===== src/rtl/freq_div_prog.sv =====
// ---------------------------------------------------------------------------
// freq_div_prog
//
// Programmable multi-channel frequency divider. Each channel counts the system
// clock from 0 up to a runtime-loadable half-period (half_r) and wraps. The
// wrap cycle is the terminal count (TC). From it the channel derives:
//   - tick : a registered one-cycle pulse in the cycle after every TC
//   - fout : a 50% square wave toggling at each TC (mode=0), or a copy of tick
//            (mode=1)
// All outputs are registered in the clk domain. No derived clocks are
// produced, so downstream logic should use tick as a clock enable.
//
// A new half-period is loaded into a pending register and applied only at
// the next wrap or on clr. Because of this, the counter never runs past
// half_r and the current period is never cut short.
//
// Parameters:
//   NUM_CH       number of independent channels
//   CNT_W        counter / half-period width per channel
//   DEFAULT_HALF half-period of every channel after reset
//
// Ports:
//   clk      system clock
//   rst      asynchronous active-low reset
//   en       global count enable; low freezes every channel
//   clr      synchronous phase restart of all channels (also applies pending
//            half-periods)
//   load     per-channel strobe that captures a new half-period
//   half_in  new half-periods; channel i uses bits [i*CNT_W +: CNT_W]
//   mode     per channel: 0 = square, 1 = strobe
//   fout     divided output per channel
//   tick     one-cycle terminal-count pulse per channel
// ---------------------------------------------------------------------------
module freq_div_prog #(
    parameter int unsigned NUM_CH       = 2,
    parameter int unsigned CNT_W        = 27,
    parameter int unsigned DEFAULT_HALF = 49999999
) (
    input  logic                    clk,
    input  logic                    rst,
    input  logic                    en,
    input  logic                    clr,
    input  logic [NUM_CH-1:0]       load,
    input  logic [NUM_CH*CNT_W-1:0] half_in,
    input  logic [NUM_CH-1:0]       mode,
    output logic [NUM_CH-1:0]       fout,
    output logic [NUM_CH-1:0]       tick
);

    localparam logic [CNT_W-1:0] DefaultHalf = CNT_W'(DEFAULT_HALF);
    localparam logic [CNT_W-1:0] CntOne      = CNT_W'(1);

    for (genvar i = 0; i < NUM_CH; i++) begin : g_ch

        logic [CNT_W-1:0] cnt_q,  cnt_d;
        logic [CNT_W-1:0] half_q, half_d;
        logic [CNT_W-1:0] pend_q, pend_d;
        logic             pend_v_q, pend_v_d;
        logic             fout_q, fout_d;
        logic             tick_q, tick_d;

        logic [CNT_W-1:0] half_slice;
        logic [CNT_W-1:0] half_next;
        logic             tc;

        assign half_slice = half_in[i*CNT_W +: CNT_W];

        // A counter frozen by en=0 must not raise a terminal count.
        assign tc = en && (cnt_q == half_q);

        // Half-period adopted at a wrap or clr. A load in the same cycle is
        // newer than anything already pending, so it wins.
        always_comb begin
            half_next = half_q;
            if (load[i]) begin
                half_next = half_slice;
            end else if (pend_v_q) begin
                half_next = pend_q;
            end
        end

        always_comb begin
            cnt_d    = cnt_q;
            half_d   = half_q;
            pend_d   = pend_q;
            pend_v_d = pend_v_q;
            fout_d   = fout_q;
            tick_d   = 1'b0;

            // Loads are captured even while en=0 or mid-period.
            if (load[i]) begin
                pend_d   = half_slice;
                pend_v_d = 1'b1;
            end

            if (clr) begin
                // Phase restart takes priority over TC and en.
                cnt_d    = '0;
                half_d   = half_next;
                pend_v_d = 1'b0;
                fout_d   = 1'b0;
            end else if (tc) begin
                cnt_d    = '0;
                half_d   = half_next;
                pend_v_d = 1'b0;
                tick_d   = 1'b1;
                fout_d   = mode[i] ? 1'b1 : ~fout_q;
            end else begin
                if (en) begin
                    cnt_d = cnt_q + CntOne;
                end
                // In strobe mode fout follows tick, which is low here. The
                // square wave simply holds between terminal counts.
                if (mode[i]) begin
                    fout_d = 1'b0;
                end
            end
        end

        always_ff @(posedge clk or negedge rst) begin
            if (!rst) begin
                cnt_q    <= '0;
                half_q   <= DefaultHalf;
                pend_q   <= '0;
                pend_v_q <= 1'b0;
                fout_q   <= 1'b0;
                tick_q   <= 1'b0;
            end else begin
                cnt_q    <= cnt_d;
                half_q   <= half_d;
                pend_q   <= pend_d;
                pend_v_q <= pend_v_d;
                fout_q   <= fout_d;
                tick_q   <= tick_d;
            end
        end

        assign fout[i] = fout_q;
        assign tick[i] = tick_q;

    end : g_ch

endmodule


===== config.mk =====
export PLATFORM = sky130hd
export DESIGN_NAME = freq_div_prog
export DESIGN_NICKNAME = d
export VERILOG_FILES = /design/src/rtl/freq_div_prog.sv
export SDC_FILE = /design/constraint.sdc
export NUM_CORES = 1
export LEC_CHECK = 0
export BUFFER_PORTS_ARGS = -buffer_cell sky130_fd_sc_hd__buf_4
export CAP_MARGIN = 10
export CORE_ASPECT_RATIO = 0.7
export CORE_UTILIZATION = 48
export CTS_CLUSTER_DIAMETER = 80
export DETAILED_ROUTE_END_ITERATION = 6
export GPL_ROUTABILITY_DRIVEN = 0
export PLACE_DENSITY = 0.71
export SKIP_CTS_REPAIR_TIMING = 1
export SLEW_MARGIN = 10
export SYNTH_ARGS = -nofsm -noshare
export SYNTH_HDL_FRONTEND = slang
export SYNTH_SLANG_ARGS = --single-unit

===== constraint.sdc =====
create_clock -name clk -period 4.7 [get_ports clk]
set_input_delay 0.235 -clock clk [delete_from_list [all_inputs] [get_ports clk]]
set_output_delay 0.235 -clock clk [all_outputs]
set_load 0.05 [all_outputs]

==> impl_metrics.env <==
export IMPL_cp_data_required_time_ns=5.01
export IMPL_cts_root_buf="clkbuf_16"
export IMPL_fin_crit_ns=2.87
export IMPL_routedWlPerCell_um=18.0
export IMPL_hpwl_um=12300
export IMPL_synth_top_area_share=0.418
export IMPL_nets=786
export IMPL_ir_drop_mv=0.197
export IMPL_fin_setup_tns_ns=0
export IMPL_ys_seq_elements=168
export IMPL_start_util=0.501
export IMPL_n_antenna_cell=0
export IMPL_cts_sinks=168
export IMPL_drv_cap=0
export IMPL_grt_pass1_wl_um=28500
export IMPL_maxSlewViolCount=0
export IMPL_synthTopCellsByArea="dfrtp_1 (42%), mux2_2 (13%), dfstp_2 (12%)"
export IMPL_rsz0062_at_grt="false"
export IMPL_cts_tree="yes"
export IMPL_grt_overflow_total=0
export IMPL_dieArea_um2=17000
export IMPL_clk_path_buf_depth=2
export IMPL_tightest_slew_ns=1.05
export IMPL_num_vias=5410
export IMPL_syn2layout_area_growth_pct=15.8
export IMPL_layout_drive_gt1_share=0.313
export IMPL_first_global_vias=5402
export IMPL_io_pins=66
export IMPL_portBuffers=65
export IMPL_core_um2=15800
export IMPL_synthesis_instances=665
export IMPL_detail_route_antenna_nets=0
export IMPL_yosysTopAreaCell="dfrtp_1"
export IMPL_slew_headroom=0.296
export IMPL_crit_fanout=22
export IMPL_ys_types=48
export IMPL_regToRegStartpoint="g_ch[1].cnt_q[12]$_DFFE_PN0P_"
export IMPL_avgViaCountPerCell=5.66
export IMPL_yosysSeqAreaShare=0.537
export IMPL_cp_end_kind="flop"
export IMPL_hold_slack_ns=0.0475
export IMPL_p_leak_nw=3.89
export IMPL_grt_max_degree=66
export IMPL_status="complete, no violations"
export IMPL_critPathLaunchType="flop"
export IMPL_fin_crit_sh=0.611
export IMPL_antenna_found_initial=0
export IMPL_yosys_most_used_dff="dfrtp_1"
export IMPL_syn_avg_cell_area_um2=11.9
export IMPL_r2r_setup_slack_ns=1.83
export IMPL_die_w_um=155
export IMPL_yosys_warnings=0
export IMPL_clock_skew_ns=0.00908
export IMPL_die_h_um=109
export IMPL_grt_usage=0.222
export IMPL_max_freq_ghz=0.348
export IMPL_netlist_area_um2=7910
export IMPL_synth_edff_count=0
export IMPL_clkTransAtPathRegs_ns=0.07
export IMPL_hold_violations=0
export IMPL_setup_viol=0
export IMPL_drc=0
export IMPL_min_from="half_in[1]"
export IMPL_synthesis_nets=729
export IMPL_crit_type="flop to flop"
export IMPL_rows=38
export IMPL_cts_htree_levels=4
export IMPL_drtIter0Drc=436
export IMPL_fin_util=0.580
export IMPL_ys_async_sr_fraction=1.00
export IMPL_drt_first_pass_iters=7
export IMPL_wl_um=17200
export IMPL_clkLatencyLatePin_ns=0.43
export IMPL_arrival_ns=3.18
export IMPL_numCtsBuffers=17
export IMPL_hold_class="primary input to flop"
export IMPL_powerDensity_nw_per_um2=391
export IMPL_crit_start="g_ch[1].cnt_q[12]$_DFFE_PN0P_"
## per-layer routing
layer | vias up | GRT usage | part of all wire
met5 | - | 0 | 0
met4 | 0 | 0.0784 | 0.012
li1 | 2463 | - | -
met3 | 20 | 0.0568 | 0.071
met1 | 2735 | 0.330 | 0.50
met2 | 192 | 0.313 | 0.42
## cell usage in the layout, fill, tap and decap left out, types with 2 or more instances in the layout
| cell type | synthesis | routed |
|---|---|---|
| a21o_1 | 9 | 9 |
| a21oi_1 | 11 | 11 |
| a22oi_1 | 4 | 4 |
| a31oi_1 | 4 | 4 |
| and2_1 | 5 | 5 |
| and3_1 | 12 | 12 |
| buf_4 | 4 | 68 |
| bufinv_16 | 0 | 2 |
| clkbuf_1 | 15 | 2 |
| clkbuf_16 | 0 | 17 |
| clkbuf_8 | 0 | 4 |
| clkinvlp_4 | 0 | 3 |
| dfrtp_1 | 132 | 132 |
| dfstp_2 | 36 | 36 |
| ha_1 | 2 | 2 |
| inv_1 | 5 | 5 |
| inv_6 | 0 | 2 |
| mux2_1 | 20 | 20 |
| mux2_2 | 88 | 88 |
| mux2i_1 | 2 | 2 |
| nand2_1 | 29 | 29 |
| nand3_1 | 25 | 25 |
| nand4_1 | 39 | 39 |
| nand4b_1 | 3 | 3 |
| nor2_1 | 60 | 60 |
| nor3_1 | 6 | 6 |
| nor4_1 | 16 | 16 |
| o21a_1 | 2 | 2 |
| o21ai_0 | 2 | 2 |
| o31ai_1 | 4 | 4 |
| o41ai_1 | 2 | 2 |
| or3_1 | 11 | 11 |
| xnor2_1 | 41 | 41 |
| xor2_1 | 48 | 48 |
## worst paths after layout
path                                                  endpoint  depth (start not counted)
worst max-delay path            g_ch[1].half_q[18]$_DFFE_PN0P_                          7
worst min-delay path             g_ch[0].pend_q[1]$_DFFE_PN0P_                          2
worst max register to register  g_ch[1].half_q[18]$_DFFE_PN0P_                          7
worst min register to register    g_ch[1].pend_v_q$_DFFE_PN0P_                          2
max in group asynchronous        g_ch[0].pend_q[9]$_DFFE_PN0P_                          3
min in group asynchronous       g_ch[1].pend_q[13]$_DFFE_PN0P_                          2
## cell usage after synthesis (15+ instances only)
library cell,instances
xor2_1,48
nand4_1,39
nor4_1,16
dfstp_2,36
xnor2_1,41
mux2_2,88
nor2_1,60
dfrtp_1,132
nand2_1,29
mux2_1,20
clkbuf_1,15
nand3_1,25
## flip-flops by register name (all words and copies together) (netlist names)
name / flops
g_ch.cnt_q: 54
g_ch.half_q: 54
g_ch.pend_q: 54
g_ch.fout_q: 2
g_ch.pend_v_q: 2
g_ch.tick_q: 2
## layout make-up
class	instances	area (µm²)
Tap cell	220	275
Clock buffer	23	488
Sequential cell	168	4250
Timing Repair Buffer	70	532
Fill cell	1294	6630
Inverter	6	22.5
Multi-Input combinational cell	459	3480
Clock inverter	9	114
## critical path, stage by stage, from the launching register on
cell,delay (ns)
dfrtp_1,0.45
xnor2_1,0.40
nand4_1,0.17
nor4_1,0.30
nand4_1,0.18
a21oi_2,0.45
buf_4,0.40
mux2_2,0.38
## stage by stage
step	instance area [µm²]	total power (W)	cells	worst slack [ns]
floorplan	7910	0.00201	665	2.33
global placement	8550	0.00217	922	2.05
detailed placement	8550	0.00219	922	1.94
CTS	9150	0.00361	954	1.92
global route	9160	0.00373	955	1.74
finish	9160	0.00359	955	1.83
## logic make-up (layout without fill, tap and decap cells)
family | after synthesis | in the layout | synth area share
buffers and inverters | 38 | 108 | 0.0229
multiplexers | 110 | 110 | 0.156
flip-flops | 168 | 168 | 0.537
adder cells (fa/ha/maj) | 2 | 2 | 0.00316
XOR/XNOR | 89 | 89 | 0.0986
AO/OA/AOI/OAI | 41 | 41 | 0.0361
AND/OR/NAND/NOR | 217 | 217 | 0.146
## power breakdown
group,internal (W),leakage (nW),switching [W]
registers,0.00164,2.05,0.0000973
clock network,0.000843,0.286,0.000570
logic,0.000215,1.55,0.000224
No activity file was read; power rests on OpenSTA's default activity.
